## src/rtl/seq_isqrt.sv

```systemverilog
// seq_isqrt: sequential integer square root, one root bit per cycle, valid/ready on both sides.
//   i_clk        clock, all state changes on the rising edge
//   i_rst_n      synchronous reset, active-low
//   i_in_valid   operand offered        o_in_ready   block idle, operand can be accepted
//   i_in_data    unsigned operand (WIDTH bits)
//   o_out_valid  result available       i_out_ready  consumer takes the result
//   o_out_root   floor(sqrt(operand))   o_out_rem    operand - root^2 (WIDTH/2+1 bits)
//   o_busy       iterating
module seq_isqrt #(
  parameter int WIDTH = 16
) (
  input  logic               i_clk,
  input  logic               i_rst_n,
  input  logic               i_in_valid,
  output logic               o_in_ready,
  input  logic [WIDTH-1:0]   i_in_data,
  output logic               o_out_valid,
  input  logic               i_out_ready,
  output logic [WIDTH/2-1:0] o_out_root,
  output logic [WIDTH/2:0]   o_out_rem,
  output logic               o_busy
);
  localparam int H = WIDTH / 2;
  localparam int CW = (H > 1) ? $clog2(H) : 1;
  localparam logic [1:0] S_IDLE = 2'd0;
  localparam logic [1:0] S_BUSY = 2'd1;
  localparam logic [1:0] S_DONE = 2'd2;
  if (WIDTH < 2 || WIDTH % 2 != 0) begin : g_bad_width
    $error("seq_isqrt: WIDTH must be even and >= 2");
  end
  logic [1:0]       r_state;
  logic [WIDTH-1:0] r_op;
  logic [H-1:0]     r_root;
  logic [H:0]       r_rem;
  logic [CW-1:0]    r_cnt;
  logic [H+1:0]     w_rem_sh;
  logic [H+1:0]     w_trial;
  logic [H+1:0]     w_rem_nx;
  logic             w_ge;
  // Before the last iteration the partial remainder never exceeds H bits, so dropping its
  // top bit when shifting in the next digit pair loses nothing; the compare needs H+2 bits.
  assign w_rem_sh = (H+2)'({r_rem, r_op[WIDTH-1 -: 2]});
  assign w_trial  = {r_root, 2'b01};
  assign w_ge     = w_rem_sh >= w_trial;
  assign w_rem_nx = w_ge ? w_rem_sh - w_trial : w_rem_sh;
  assign o_in_ready  = r_state == S_IDLE;
  assign o_out_valid = r_state == S_DONE;
  assign o_busy      = r_state == S_BUSY;
  assign o_out_root  = r_root;
  assign o_out_rem   = r_rem;
  always_ff @(posedge i_clk) begin
    if (!i_rst_n) begin
      r_state <= S_IDLE;
      r_op    <= '0;
      r_root  <= '0;
      r_rem   <= '0;
      r_cnt   <= '0;
    end else if (r_state == S_IDLE) begin
      if (i_in_valid) begin
        r_state <= S_BUSY;
        r_op    <= i_in_data;
        r_root  <= '0;
        r_rem   <= '0;
        r_cnt   <= '0;
      end
    end else if (r_state == S_BUSY) begin
      r_op    <= r_op << 2;
      r_root  <= (r_root << 1) | H'(w_ge);
      // The final remainder is at most 2*root, which always fits H+1 bits.
      r_rem   <= (H+1)'(w_rem_nx);
      r_cnt   <= r_cnt + 1'b1;
      r_state <= (r_cnt == CW'(H-1)) ? S_DONE : S_BUSY;
    end else if (i_out_ready) begin
      r_state <= S_IDLE;
    end
  end
endmodule
```

## config.mk

```make
export PLATFORM = sky130hd
export DESIGN_NAME = seq_isqrt
export DESIGN_NICKNAME = d
export VERILOG_FILES = /design/src/rtl/seq_isqrt.sv
export SDC_FILE = /design/constraint.sdc
export NUM_CORES = 1
export LEC_CHECK = 0
export BUFFER_PORTS_ARGS = -buffer_cell sky130_fd_sc_hd__buf_2
export CELL_PAD_IN_SITES_DETAIL_PLACEMENT = 0
export CELL_PAD_IN_SITES_GLOBAL_PLACEMENT = 2
export CORE_MARGIN = 1
export CORE_UTILIZATION = 25
export CTS_BUF_LIST = sky130_fd_sc_hd__clkbuf_4
export DETAILED_ROUTE_END_ITERATION = 8
export PLACE_DENSITY_LB_ADDON = 0.1
export RECOVER_POWER = 25
export SYNTH_ARGS = -nofsm -noshare
export SYNTH_HDL_FRONTEND = slang
export SYNTH_SLANG_ARGS = --single-unit
export TNS_END_PERCENT = 30
```

## constraint.sdc

```tcl
create_clock -name i_clk -period 1.9 [get_ports i_clk]
set_input_delay 0.475 -clock i_clk [delete_from_list [all_inputs] [get_ports i_clk]]
set_output_delay 0.475 -clock i_clk [all_outputs]
set_load 0.005 [all_outputs]
```

==> key figures, run 1 <==
Critical path
  • Crit-path max FO: 6
  • Reg2reg path depth: 7
  • Worst setup SP type: register
  • Reg-to-reg endpoint: o_out_rem[5]
  • Worst r2r src: o_out_root[1]
  • Crit path required time: ~2.1 ns
  • R2r setup slk: 0.06 ns
  • Critical Setup Path Class: register to register
  • Crit. End Element: register
  • WP data arrival: 2.07 ns

Logic synthesis
  • Share of the synthesized area in the top cell type: 0.323
  • Register area share after synthesis: 0.323
  • Syn nets: about 310
  • Warnings from Yosys: 0
  • Post-synth ARST share: 0
  • Unique masters post-synth: 58
  • Number of synthesized flops with an enable pin: 0
  • Register bit total from synthesis: 38
  • Synthesized area: 2350 um2
  • Syn Inst Count: 275
  • Synth top area cells: dfxtp_1 32%, nor2b_1 8.5%, o221a_2 6.7%
  • Ys flop type: dfxtp_1
  • Yosys top cell by area: dfxtp_1
  • Syn Area/Cell: approximately 8.6 um2

Floorplan
  • Initial Util: 0.256
  • Core Area: 9200 um2
  • Die Area: 9810 um2
  • Die H: 99.1 um
  • Top-level port count: 40
  • Die Span X: 99.1 um
  • FP Rows: 35

Clock tree
  • CTS Buffer Depth: 2
  • Cts bufs inserted: 5
  • Clock transition at path regs: 0.14 ns
  • Total clock sinks: 38
  • Post-CTS Hold Buffers: 0
  • Root buf cell: clkbuf_4
  • CTS H-Tree Depth: 2
  • Worst-Skew Late Latency: 0.35 ns
  • CTS tree: built

Route
  • Router iterations before antenna repair: 4
  • DRT iter0 DRCs: 138
  • DRC violation count after routing: 0
  • Detail Route Antenna Nets: 0
  • Vias per inst: 5.03
  • Routed WL: 7240 um
  • DR WL/cell: 15.6 um
  • Total number of vias: 2,334

Finish
  • Register area: 768 um2
  • Diode count: 0
  • P&R area growth vs syn: 36.7%
  • Fin nets: between 300 and 400
  • Fillers: 996
  • Layout cells sized above 1: 0.394
  • Area of the multi-input gates: 1560 um2

GRT
  • All-layer global routing usage: 0.153
  • Initial antenna violation count: 0
  • Vias in the first global route: about 2,300
  • Largest net degree at the start of global routing: 22
  • Grt ovf: 0
  • Global-route wire length before repair: around 12,000 um

Worst hold path
  • Hold/Removal Path Class: primary input to register
  • Hold path start: i_in_data[1]
  • Worst Hold Depth: 3
  • WHS Endpoint: r_op[1]

STA
  • Final period util: 0.967
  • Final setup vio count: 0
  • FMAX: approximately 540 MHz
  • Slew Limit Fails: 0
  • RSZ-0062 raised after global routing: true
  • Worst-margin pin slew: 0.596 ns
  • Final Critical Period: approximately 1.8 ns
  • Total Neg Setup Slack: 0 ns
  • Relative slew slack: 0.603
  • Clock Skew: 0.00577 ns
  • Final Hold Viols: 0

Pwr
  • Maximum VDD drop: 0.676 mV
  • Final Power: 0.00525 W
  • PD cells: between 1500 and 2000 nW/um2
  • Pleak: 1.33 nW

Place
  • Dpl hpwl: about 5200 um
  • Routability cong.: 0.746
  • Port Buffer Count: 39

Outcome
  • Status: completed

Job
  • Max_cap viols: 0
cells by family after synthesis:
group | share of synthesized area
xor gates and xnor gates | 0.0149
adders and majority gates | 0.0638
buffers and inverters | 0.0680
and+or+nand+nor | 0.216
muxes | 0.00425
AOI/OAI and AO/OA | 0.310
DFF | 0.323
sequential cells by signal, indices dropped and copies added, names as in the netlist:
signal and count:
o_out_rem 9, r_cnt 3, r_op 16, r_state 2
o_out_root 8
layout make-up:
type                            instances  area share
Clock buffer                            5      0.0117
Clock inverter                          3      0.0214
Inverter                               18      0.0210
Multi-Input combinational cell        200       0.484
Sequential cell                        38       0.239
Tap cell                              111      0.0432
Timing Repair Buffer                   89       0.180
per-layer routing:
metal  share of wire  vias up  track usage
met5               0        -            0
met4           0.015        0       0.0464
met3           0.036        9       0.0255
met2            0.42       45        0.221
met1            0.53     1098        0.229
li1                -     1182            -
cell usage after synthesis, drive strengths merged, types with 5 or more instances:
cell type	count
a21oi	16
a22oi	9
a32oi	8
buf	10
clkbuf	10
dfxtp	38
ha	12
inv	18
nand2	11
nand4	5
nor2	21
nor2b	32
nor3b	5
o211ai	9
o21ai	8
o221a	14
cell usage in the layout (no fill, tap or decap), types with 7 or more instances in the layout:
| cell | n |
|---|---|
| a21oi_1 | 15 |
| a22oi_1 | 9 |
| buf_2 | 39 |
| a32oi_1 | 8 |
| buf_4 | 46 |
| nor2b_1 | 32 |
| nand2_1 | 11 |
| dfxtp_1 | 32 |
| o221a_2 | 14 |
| nor2_1 | 19 |
| o211ai_1 | 9 |
| inv_1 | 17 |
| ha_1 | 7 |
per-stage QoR:
| step | cells | hold WS, ns | cell area [um2] | util | setup WS, ns |
|---|---|---|---|---|---|
| after floorplan | 275 | 0.477 | 2350 | - | 0.0854 |
| after CTS | 464 | 0.358 | 3150 | 0.343 | 0.00201 |
| after detailed placement | 453 | 0.503 | 2970 | 0.323 | -0.0737 |
| final | 464 | 0.383 | 3220 | 0.350 | 0.0622 |
| after global routing | 464 | 0.367 | 3220 | 0.350 | -0.0187 |
| after global placement | 453 | 0.497 | 2970 | 0.323 | -0.196 |
repair_timing:
| item | CTS | global route |
|---|---|---|
| resized for setup | 12 | 18 |
| setup endpoints to repair | 3 | 8 |
| pin swaps | 3 | 7 |
| cloned | 1 | 0 |
| buffers inserted | 2 | 0 |
how the worst max path moves through the flow:
| stage | startpoint | to | slack, ns | cells past startpoint |
|---|---|---|---|---|
| floorplan | o_out_root[5] | o_out_rem[5] | 0.09 | 8 |
| global placement | o_out_root[7] | o_out_rem[5] | -0.20 | 8 |
| detailed placement | o_out_root[7] | o_out_rem[5] | -0.07 | 8 |
| CTS | o_out_root[7] | o_out_rem[5] | 0.002 | 8 |
| global route | o_out_root[4] | o_out_rem[5] | -0.02 | 8 |
| finish | o_out_root[1] | o_out_rem[5] | 0.06 | 7 |
where the power goes:
group	total (W)	internal (W)	switching, W	leakage (nW)
sequential	0.00104	0.000934	0.000107	0.314
clock	0.000737	0.000412	0.000325	0.0554
combinational	0.00347	0.00169	0.00178	0.963
critical path: stages, from the launching register on:
cell      delay [ns]
dfxtp_2         0.35
inv_1           0.06
ha_2            0.22
or2_4           0.24
o21a_4          0.25
o22a_4          0.23
o211ai_1        0.21
o311ai_2        0.16
(Power assumes the default switching activity.)
==> inputs of run 2 (changes only) <==
--- a/config.mk
+++ b/config.mk
@@ -9,10 +9,10 @@
 export CELL_PAD_IN_SITES_DETAIL_PLACEMENT = 0
 export CELL_PAD_IN_SITES_GLOBAL_PLACEMENT = 2
 export CORE_MARGIN = 1
-export CORE_UTILIZATION = 25
+export CORE_UTILIZATION = 31
 export CTS_BUF_LIST = sky130_fd_sc_hd__clkbuf_4
 export DETAILED_ROUTE_END_ITERATION = 8
-export PLACE_DENSITY_LB_ADDON = 0.1
+export PLACE_DENSITY_LB_ADDON = 0.05
 export RECOVER_POWER = 25
 export SYNTH_ARGS = -nofsm -noshare
 export SYNTH_HDL_FRONTEND = slang
==> run 2 against run 1 <==
Against the previous run:
- non-clock buffer count increased by 6
- clock power fell by 39%
- count of clock-buffer cells in the layout unchanged
- power down 3.5%
- setup slack gained 0.025 ns
==> key figures, run 2 (same netlist as run 1, synthesis figures left out) <==
Job
  • Max_cap viols: 0 (unchanged)

Critical path
  • Crit. End Element: register
  • Worst r2r src: o_out_rem[6]
  • WP data arrival: 2.09 ns (+0.02 ns)
  • Worst setup SP type: register
  • R2r setup slk: 0.09 ns (+0.02 ns)
  • Crit-path max FO: 10 (+4)
  • Reg2reg path depth: 6 (-1)
  • Critical Setup Path Class: register to register
  • Crit path required time: 2.17 ns (+0.04 ns)
  • Critical path launch point: o_out_rem[6]
  • Reg-to-reg endpoint: o_out_rem[1]
  • Crit path to: o_out_rem[1]

Clock tree
  • CTS tree: built
  • CTS Buffer Depth: 2 (unchanged)
  • Cts bufs inserted: 5 (unchanged)
  • Total clock sinks: 38 (unchanged)
  • Clock transition at path regs: 0.14 ns (about the same)
  • CTS H-Tree Depth: 2 (unchanged)
  • Root buf cell: clkbuf_4
  • Worst-Skew Late Latency: 0.36 ns (about the same)

Route
  • DRC violation count after routing: 0 (unchanged)
  • Total number of vias: 2,311 (-0.99%)
  • Vias per inst: 5.05 (+0.31%)
  • DR WL/cell: 14.8 um (-4.9%)
  • Routed WL: 6800 um (-6.1%)
  • DRT iter0 DRCs: 123 (-11%)
  • Router iterations before antenna repair: 4 (unchanged)
  • Detail Route Antenna Nets: 0 (unchanged)

Floorplan
  • FP Rows: 31 (-11%)
  • Die H: 89.2 um (-10%)
  • Top-level port count: 40 (unchanged)
  • Initial Util: 0.323 (+0.0669)
  • Die Span X: 89.2 um (-10%)
  • Core Area: 7290 um2 (-21%)
  • Die Area: 7950 um2 (-19%)

Outcome
  • Status: completed

Finish
  • Commonest non-fill, non-tap cell in the layout: buf_4
  • Reg with most FFs: r_op
  • Fin nets: 390 (+1.6%)
  • Fillers: 771 (-23%)
  • P&R area growth vs syn: 35.7%
  • Final std cells w/o fill: 458 (-1.3%)
  • Layout cells sized above 1: 0.401 (+0.00735)
  • Max FFs per register: 16 (unchanged)
  • Diode count: 0 (unchanged)
  • Most frequent cells in the layout: 52 x buf_4, 38 x buf_2, 33 x dfxtp_1
  • Register area: 767 um2 (-0.16%)
  • Fin util: 0.438 (+0.0883)
  • Area of the multi-input gates: 1550 um2 (-0.32%)

Place
  • Routability cong.: 0.844 (+13%)
  • Placed insts: 446 (-1.5%)
  • Dpl hpwl: 4970 um (-4.2%)
  • Port Buffer Count: 39 (unchanged)

GRT
  • Vias in the first global route: 2,137 (-6.2%)
  • Largest net degree at the start of global routing: 35 (+59%)
  • All-layer global routing usage: 0.177 (+0.0242)
  • Global-route wire length before repair: 10,700 um (-9.6%)
  • Initial antenna violation count: 0 (unchanged)
  • Grt ovf: 0 (unchanged)

STA
  • RSZ-0062 raised after global routing: true
  • Final Hold Viols: 0 (unchanged)
  • Final Critical Period: 1.81 ns (-0.0246 ns)
  • Relative slew slack: 0.647 (+0.0445)
  • Slew Limit Fails: 0 (unchanged)
  • Final setup vio count: 0 (unchanged)
  • Final period util: 0.954 (-0.0130)
  • Clock Skew: 0.0137 ns (+0.00798 ns)
  • Min Hold Slack: 0.404 ns (+0.0211 ns)
  • FMAX: 552 MHz (+1.4%)
  • Total Neg Setup Slack: 0 ns (unchanged)
  • Worst-margin pin slew: 0.529 ns (-0.0668 ns)

Pwr
  • Maximum VDD drop: 0.564 mV (-16%)
  • PD cells: 1580 nW/um2 (-2.9%)
  • Pleak: 1.33 nW (about the same)

Worst hold path
  • Hold/Removal Path Class: primary input to register
## run 2: cell count changes in the layout (fill, tap and decap cells not counted), sizes merged
cell	before	now
clkinv	1	2
bufinv	2	0
clkinvlp	0	1
buf	87	93
## run 2: layout make-up
| cell class | instances | share of cell area |
|---|---|---|
| Clock buffer | 5 | 0.0117 |
| Timing Repair Buffer | 95 | 0.197 |
| Clock inverter | 3 | 0.00509 |
| Sequential cell | 38 | 0.240 |
| Multi-Input combinational cell | 200 | 0.486 |
| Tap cell | 99 | 0.0388 |
| Inverter | 18 | 0.0211 |
## run 2: report_power, final
| part | internal [W] | leakage (nW) | switching, W |
|---|---|---|---|
| logic | 0.00184 | 0.989 | 0.00173 |
| clock network | 0.000138 | 0.0286 | 0.000309 |
| registers | 0.000933 | 0.314 | 0.000118 |
## run 2: worst min-delay path by stage
stage | depth (start not counted) | slack [ns] | startpoint | endpoint
after floorplan | 2 | 0.48 | r_op[0] | r_op[0]
after global routing | 2 | 0.40 | i_rst_n | o_out_root[0]
after CTS | 3 | 0.39 | i_in_data[1] | r_op[1]
final | 3 | 0.40 | i_in_data[1] | r_op[1]
after global placement | 2 | 0.50 | r_op[1] | r_op[1]
after detailed placement | 2 | 0.51 | r_op[1] | r_op[1]
## run 2: critical path, stage by stage, from the launching register on
cell and delay, ns:
dfxtp_1 0.39, ha_1 0.38, o211a_4 0.19, a211oi_4 0.04
buf_12 0.15, or3_1 0.33, o211ai_1 0.24
## run 2: routing by layer
| layer | vias up | share of wire | GRT usage |
|---|---|---|---|
| met5 | - | 0 | 0 |
| met4 | 0 | 0.0090 | 0.0433 |
| met3 | 6 | 0.033 | 0.0332 |
| met2 | 42 | 0.50 | 0.293 |
| met1 | 1073 | 0.46 | 0.238 |
| li1 | 1190 | - | - |
## run 2: per-stage QoR
| stage | setup WS (ns) | instance area (um2) | power [W] |
|---|---|---|---|
| 2_1_floorplan | 0.0854 | 2350 | 0.00275 |
| 3_3_place_gp | -0.0581 | 2990 | 0.00411 |
| 3_5_place_dp | -0.0344 | 2990 | 0.00408 |
| 4_1_cts | -0.00541 | 3060 | 0.00463 |
| 5_1_grt | -0.0502 | 3200 | 0.00545 |
| 6_report | 0.0868 | 3200 | 0.00506 |
## run 2: timing repair
action,in CTS,in global routing
pin swaps,0,10
gates cloned,0,1
buffers inserted,0,4
hold buffers,0,0
endpoints found under the setup margin,3,11
resized for setup,4,26
